File: src/rtl/imm_ext_pipe.sv
// rtl/imm_ext_pipe.sv - registered immediate-extension stage with prefix pairing
// Sign/zero/upper extension, plus a held prefix that supplies the high bits of the next immediate.
module imm_ext_pipe #(
    parameter int DATA_W = 32,
    parameter int IMM_W  = 16
) (
    input  logic              clk,
    input  logic              rst_n,
    input  logic              flush,
    input  logic              in_valid,
    output logic              in_ready,
    input  logic [IMM_W-1:0]  in_imm,
    input  logic [1:0]        in_mode,
    output logic              out_valid,
    input  logic              out_ready,
    output logic [DATA_W-1:0] out_imm,
    output logic              out_pfx,
    output logic              pfx_pending
);
    localparam int PFX_W = DATA_W - IMM_W;

    typedef enum logic {
        ST_IDLE = 1'b0,
        ST_HELD = 1'b1
    } state_t;

    state_t              r_state;
    logic [PFX_W-1:0]    r_prefix;
    logic [DATA_W-1:0]   r_out_imm;
    logic                r_out_valid;
    logic                r_out_pfx;

    logic                w_accept;
    logic                w_is_pfx;
    logic [DATA_W-1:0]   w_ext;

    assign in_ready    = !r_out_valid || out_ready;
    assign w_accept    = in_valid && in_ready && !flush;
    assign w_is_pfx    = (in_mode == 2'b11);
    assign out_valid   = r_out_valid;
    assign out_imm     = r_out_imm;
    assign out_pfx     = r_out_pfx;
    assign pfx_pending = (r_state == ST_HELD);

    // A held prefix overrides the mode of its partner instruction.
    always_comb begin
        w_ext = '0;
        if (r_state == ST_HELD) begin
            w_ext = {r_prefix, in_imm};
        end else begin
            case (in_mode)
                2'b00:   w_ext = {{PFX_W{in_imm[IMM_W-1]}}, in_imm};
                2'b01:   w_ext = {{PFX_W{1'b0}}, in_imm};
                2'b10:   w_ext = {in_imm, {PFX_W{1'b0}}};
                default: w_ext = '0;
            endcase
        end
    end

    always_ff @(posedge clk or negedge rst_n) begin
        if (!rst_n) begin
            r_state     <= ST_IDLE;
            r_prefix    <= '0;
            r_out_imm   <= '0;
            r_out_valid <= 1'b0;
            r_out_pfx   <= 1'b0;
        end else if (flush) begin
            r_state     <= ST_IDLE;
            r_out_valid <= 1'b0;
            r_out_pfx   <= 1'b0;
        end else if (w_accept && w_is_pfx) begin
            r_prefix    <= in_imm[PFX_W-1:0];
            r_state     <= ST_HELD;
            r_out_valid <= r_out_valid && !out_ready;
        end else if (w_accept) begin
            r_out_imm   <= w_ext;
            r_out_pfx   <= (r_state == ST_HELD);
            r_out_valid <= 1'b1;
            r_state     <= ST_IDLE;
        end else if (r_out_valid && out_ready) begin
            r_out_valid <= 1'b0;
        end
    end
endmodule
File: config.mk
export PLATFORM = sky130hd
export DESIGN_NAME = imm_ext_pipe
export DESIGN_NICKNAME = d
export VERILOG_FILES = /design/src/rtl/imm_ext_pipe.sv
export SDC_FILE = /design/constraint.sdc
export NUM_CORES = 1
export LEC_CHECK = 0
export ABC_AREA = 1
export BUFFER_PORTS_ARGS = -buffer_cell sky130_fd_sc_hd__buf_2
export CORE_MARGIN = 5
export CORE_UTILIZATION = 48
export DETAILED_ROUTE_END_ITERATION = 10
export PLACE_DENSITY = 0.84
export SYNTH_ARGS = -nofsm -noshare
export SYNTH_HDL_FRONTEND = slang
export SYNTH_SLANG_ARGS = --single-unit
File: constraint.sdc
create_clock -name clk -period 1.1 [get_ports clk]
set_input_delay 0.11 -clock clk [delete_from_list [all_inputs] [get_ports clk]]
set_output_delay 0.11 -clock clk [all_outputs]
set_load 0.05 [all_outputs]
==> reports/metrics.cfg, run 1 <==
[timing]
tightest_slew_ns = 0.331
hold_viol_final = 0
post-route-min-period_ns = 1.18
fmax_mhz = 845
grt_setup_unrepaired = true
clock_skew_ns = 0.0193
period_share_pct = 108
maxSlewViolCount = 0
slew_headroom_pct = 77.9
setup_viol = 49
setup_ws_ns = -0.0840

[power]
switching_share_pct = 38.8
p_per_area_nw_per_um2 = 1650
p_switching_w = 0.00202
p_comb_share_pct = 32.5
peakVddDrop_mv = 0.799
pwr-share-seq_pct = 45.0
pwr-share-clk_pct = 22.5
leakagePower_nw = 1.65
internal-power_w = 0.00319

[synth]
netlist_instances = 280
synth_common_cells = nand2_1 (97), dfrtp_1 (51), nand3_1 (48)
yosysWarnings = 0
synth_cell_types = 20
post-synth-top-area-cell = dfrtp_1
synth_nets = 303
syn_area_um2 = 2410
synth_edf_count = 0
synth-seq-area-share_pct = 53.0
synth_area_per_cell_um2 = 8.61
ys.flop_type = dfrtp_1
ys_top_cells_by_area = dfrtp_1 (53%), nand2_1 (15%), nand3_1 (10%)
synth-seq-cells = 51
synthDominantCellAreaShare_pct = 53.0
synth.most_common_cell = nand2_1
async_flop_share_pct = 100

[final_layout]
drive_above_1_share_pct = 34.6
n_antenna_cell = 0
fill_cells = 382
area_growth_pct = 31.1
nNetsFinal = 369
layout.cells.non_filler = 414
fin_util_pct = 66.0

[detailed_routing]
avgRoutedWirePerCell_um = 16.1
first_pass_iters = 5
drtIter0Drc = 244
vias_per_cell = 5.36
vias = 2221
antenna_left = 0
wl_mm = 6.66
drcViolationCount = 0

[outcome]
status = finished, violations left
violations = negative setup slack

[setup_path]
crit_required_ns = 1.31
end_kind = flop
cp_max_fo = 13
worstPathArrival_ns = 1.39
start_kind = flop
critPathKind = flop to flop

[die]
die_w_um = 80.9
rows = 25
die_h_um = 80.9
design.die.area_um2 = 6540
boundaryPins = 59
core-area_um2 = 4790
initial_utilization_pct = 50.4

[clock_network]
cts_tree = done
clk_pin_slew_worst_paths_ns = 0.10
clock_latency_ns = 0.32
cts.sinks = 51
h-tree-depth = 2
cts_inserted_buffers = 5
root_buffer = clkbuf_8
clockBufferDepth = 2

[grt]
grt_overflow_total = 0
grt_use_total_pct = 19.6
antenna_found_initial = 0
grt_max_degree = 51
grt_pass1_vias = 2046
grt_pass1_wl_mm = 9.84

[flow_run]
drv_cap = 0

[placed_design]
dp_hpwl_mm = 4.18
post-place-cells = 398
port_buffers = 58
gp_congestion = 0.854

[worst_hold_path]
min_path_type = input port to flop

[final timing paths]
| path | from | slack (ns) | end | cells after the start |
|---|---|---|---|---|
| min | flush | 0.03 | out_valid | 2 |
| min reg2reg | out_imm[20] | 0.48 | out_imm[20] | 2 |
| max in group asynchronous | rst_n | 0.33 | out_valid | 3 |
| max | out_valid | -0.08 | out_imm[24] | 5 |
| min in group asynchronous | rst_n | 0.22 | out_imm[30] | 2 |
| max reg2reg | out_valid | -0.08 | out_imm[24] | 5 |
[cell type report]
| class | instances | area, µm² | area share [%] |
|---|---|---|---|
| flip-flops and latches | 51 | 1280 | 40.5 |
| multi-input cells | 191 | 1010 | 32.1 |
| repair buffers | 76 | 598 | 18.9 |
| inverters | 21 | 86.3 | 2.73 |
| well taps | 67 | 83.8 | 2.65 |
| clock buffers | 6 | 82.6 | 2.61 |
| clock inverters | 2 | 16.3 | 0.515 |
[critical path, cell delays in order, from the launching register on]
cell and delay (ns):
dfrtp_2 0.45, nand2_8 0.09, nand4_4 0.18, clkbuf_16 0.25, nand2_1 0.07, nand2_1 0.06
[stage by stage]
stage	cell area (µm²)	TNS, ns	worst slack (ns)	power [W]	hold slack [ns]
2_1_floorplan	2450	-7.52	-0.193	0.00347	-0.186
3_3_place_gp	2800	-0.000669	-0.000406	0.00385	0.0241
3_5_place_dp	2800	-0.366	-0.0378	0.00389	0.0311
4_1_cts	2930	-1.01	-0.0574	0.00505	0.0279
5_1_grt	3160	-5.14	-0.129	0.00545	0.0473
6_report	3160	-2.14	-0.0840	0.00521	0.0257
[per-layer routing]
metal / share of wire (%) / GRT usage (%) / vias to the layer above / routed length, µm
met3: 6.9 / 4.10 / 29 / 457
met2: 49 / 30.7 / 117 / 3280
met5: 0 / 0 / - / 0
li1: - / - / 1032 / -
met4: 3.7 / 9.29 / 0 / 244
met1: 40 / 26.0 / 1043 / 2680
[logic make-up after synthesis]
family	count (synthesis)	share of synthesized area, %
compound gates	35	7.27
buf+inv	38	9.19
flops	51	53.0
simple gates	156	30.6
[repair_timing]
item / 4_1_cts / 5_1_grt
buffers inserted: 1 / 1
gates resized for setup: 4 / 40
setup endpoints to repair: 34 / 52
gates cloned: 0 / 5
endpoints found under the hold margin: 11 / 0
hold buffers: 1 / 0
pin swaps: 1 / 4
[state kept, by name, summed over array words and instances (netlist names)]
name         count
r_prefix        16
out_imm         32
pfx_pending      1
out_valid        1
out_pfx          1
[power groups by stage]
stage / sequential [W] / clock [W] / combinational [W]
floorplan: 0.00297 / 0 / 0.000493
global placement: 0.00234 / 0 / 0.00151
detailed placement: 0.00235 / 0 / 0.00154
CTS: 0.00231 / 0.00118 / 0.00155
global route: 0.00238 / 0.00127 / 0.00180
finish: 0.00234 / 0.00117 / 0.00169
[layout by cell type (no fill, tap or decap), drive strengths merged]
cell / Yosys / layout
nand2: 101 / 101
buf: 16 / 64
dfrtp: 51 / 51
nand3: 49 / 49
o21ai: 35 / 35
inv: 21 / 21
clkbuf: 1 / 17
nor2: 5 / 5
nand4: 1 / 1
clkinvlp: 0 / 1
clkinv: 0 / 1
dlygate4sd3: 0 / 1
Note: power is estimated with default switching activity, not from simulation.
==> inputs of run 2 (changes only) <==
--- a/config.mk
+++ b/config.mk
@@ -8,9 +8,9 @@
 export ABC_AREA = 1
 export BUFFER_PORTS_ARGS = -buffer_cell sky130_fd_sc_hd__buf_2
 export CORE_MARGIN = 5
-export CORE_UTILIZATION = 48
+export CORE_UTILIZATION = 45
 export DETAILED_ROUTE_END_ITERATION = 10
-export PLACE_DENSITY = 0.84
+export PLACE_DENSITY = 0.8
 export SYNTH_ARGS = -nofsm -noshare
 export SYNTH_HDL_FRONTEND = slang
 export SYNTH_SLANG_ARGS = --single-unit
==> run 2 against run 1 <==
Net effect: the flow still finishes with violations (negative setup slack); largest power group unchanged; cell area shrank 2.6%; total power grew 1.6%; worst hold slack better by 0.027 ns; cell count unchanged.
==> reports/metrics.cfg, run 2 (synthesis results as in run 1) <==
[setup_path]
end_kind = flop
start_kind = flop
cp_slowest_cell = dfrtp_2
timing.rr.start = out_valid
critPathKind = flop to flop
cp_num_buf_inv = 1  ; unchanged
r2r-end = r_prefix[1]
cp_max_fo = 18  ; +5
cp_slowest_stage_delay_ns = 0.45  ; about the same
cp_top_family = flip-flops
worstPathArrival_ns = 1.42  ; +0.03 ns
reg2reg_slack_ns = -0.09  ; about the same
path_cells = nand2_8, nand3_4, nor2_8, buf_12, nand2_1, o21ai_1
crit_required_ns = 1.33  ; +0.02 ns
worstRegToRegCells = 6  ; +1

[final_layout]
layout_commonest_cell = nand2_1
area_growth_pct = 27.7
mostFrequentLayoutCells = nand2_1 (90), buf_2 (53), dfrtp_1 (49), nand3_1 (42), o21ai_1 (28)
largest_register_ffs = 32  ; unchanged
nNetsFinal = 366  ; -0.81%
layout.cells.non_filler = 414  ; unchanged
n_antenna_cell = 0  ; unchanged
fill_cells = 469  ; +23%
drive_above_1_share_pct = 32.3  ; -2.3 points

[die]
initial_utilization_pct = 46.9  ; -3.5 points
boundaryPins = 59  ; unchanged
die_w_um = 83.2  ; +2.9%
design.die.area_um2 = 6920  ; +5.8%
rows = 26  ; +4.0%
core-area_um2 = 5140  ; +7.4%
die_h_um = 83.2  ; +2.9%

[flow_run]
drv_cap = 0  ; unchanged

[worst_hold_path]
hold_depth = 3  ; +1
min_to = r_prefix[6]
hp-start = in_imm[6]
min_path_type = input port to flop

[clock_network]
clockBufferDepth = 2  ; unchanged
clock_latency_ns = 0.30  ; -0.02 ns
h-tree-depth = 2  ; unchanged
cts_tree = done
cts_inserted_buffers = 5  ; unchanged
cts.sinks = 51  ; unchanged
root_buffer = clkbuf_8
clk_pin_slew_worst_paths_ns = 0.10  ; about the same

[timing]
maxSlewViolCount = 0  ; unchanged
fmax_mhz = 838  ; -0.81%
period_share_pct = 109  ; +0.88 points
grt_setup_unrepaired = true
setup_viol = 50  ; +2.0%
post-route-min-period_ns = 1.19  ; +0.00968 ns
slew_headroom_pct = 80.0  ; +2.0 points
hold_viol_final = 0  ; unchanged
tightest_slew_ns = 0.300  ; -0.0316 ns
clock_skew_ns = 0.00856  ; -0.0108 ns
setup_ws_ns = -0.0937  ; -0.00968 ns

[detailed_routing]
drcViolationCount = 0  ; unchanged
drtIter0Drc = 224  ; -8.2%
vias_per_cell = 5.11  ; -4.8%
wl_mm = 6.22  ; -6.6%
wl_met3_um = 528  ; +16%
wl_met1_mm = 2.48  ; -7.5%
top_layer = met4
first_pass_iters = 4  ; -1
wl_met2_mm = 3.08  ; -6.1%
vias = 2114  ; -4.8%
antenna_left = 0  ; unchanged
avgRoutedWirePerCell_um = 15.0  ; -6.6%

[power]
leakagePower_nw = 1.61  ; -2.4%
p_per_area_nw_per_um2 = 1720  ; +4.3%
peakVddDrop_mv = 0.828  ; +3.7%

[placed_design]
port_buffers = 58  ; unchanged
post-place-cells = 400  ; +0.50%
dp_slack_ns = -0.0271  ; +0.0107 ns
dp_hpwl_mm = 3.97  ; -5.1%
gp_congestion = 0.859  ; +0.56%

[grt]
grt_pass1_wl_mm = 9.96  ; +1.3%
antenna_found_initial = 0  ; unchanged
grt_pass1_vias = 2083  ; +1.8%
grt_max_degree = 52  ; +2.0%
grt_use_total_pct = 17.3  ; -2.3 points
grt_overflow_total = 0  ; unchanged

[outcome]
violations = negative setup slack
status = finished, violations left

-- run 2: worst register-to-register path: cells and delay by family, from the launching register on --
kind                   cells  cell delay, ns
flip-flops                 1            0.45
AND/OR/NAND/NOR            4            0.42
buffers and inverters      1            0.16
AO/OA/AOI/OAI              1            0.08
-- run 2: metal layers --
metal,up-vias,GRT usage [%]
met5,-,0
met4,0,4.75
li1,1019,-
met3,13,4.46
met2,93,29.7
met1,989,21.7
-- run 2: how the worst max path moves through the flow --
stage               slack (ns)  cells after the start      start          end
floorplan                -0.19                      6  out_valid  out_imm[22]
global placement         0.009                      6  out_valid  r_prefix[4]
detailed placement       -0.03                      6  out_valid  r_prefix[1]
CTS                      -0.11                      3  out_valid     in_ready
global route             -0.12                      6  out_valid  r_prefix[1]
finish                   -0.09                      6  out_valid  r_prefix[1]
-- run 2: what timing repair did --
item,4_1_cts,5_1_grt
cloned,0,3
hold buffers,2,0
endpoints found under the setup margin,35,56
pin swaps,1,2
setup buffers,1,0
resized for setup,6,20
endpoints found under the hold margin,52,0
-- run 2: layout make-up --
type | count | area (µm²) | share of cell area, %
Clock buffer | 6 | 82.6 | 2.68
Clock inverter | 2 | 35.0 | 1.14
Inverter | 21 | 86.3 | 2.81
Multi-Input combinational cell | 191 | 983 | 32.0
Sequential cell | 51 | 1280 | 41.6
Tap cell | 70 | 87.6 | 2.85
Timing Repair Buffer | 73 | 523 | 17.0
-- run 2: where the power goes --
part | switching [W] | internal, W
combinational | 0.00118 | 0.000434
clock | 0.000623 | 0.000737
sequential | 0.000137 | 0.00218
total | 0.00194 | 0.00335
-- run 2: through the flow --
stage          cell area, µm²  total power (W)  utilization, %  hold slack, ns  TNS (ns)
2_1_floorplan            2450          0.00347               -          -0.186     -7.52
3_3_place_gp             2790          0.00385            54.4           0.117         0
3_5_place_dp             2790          0.00388            54.4           0.120    -0.103
4_1_cts                  2960          0.00525            57.5          0.0421     -1.55
5_1_grt                  3080          0.00555            59.9          0.0534     -4.27
6_report                 3080          0.00529            59.9          0.0529     -2.40
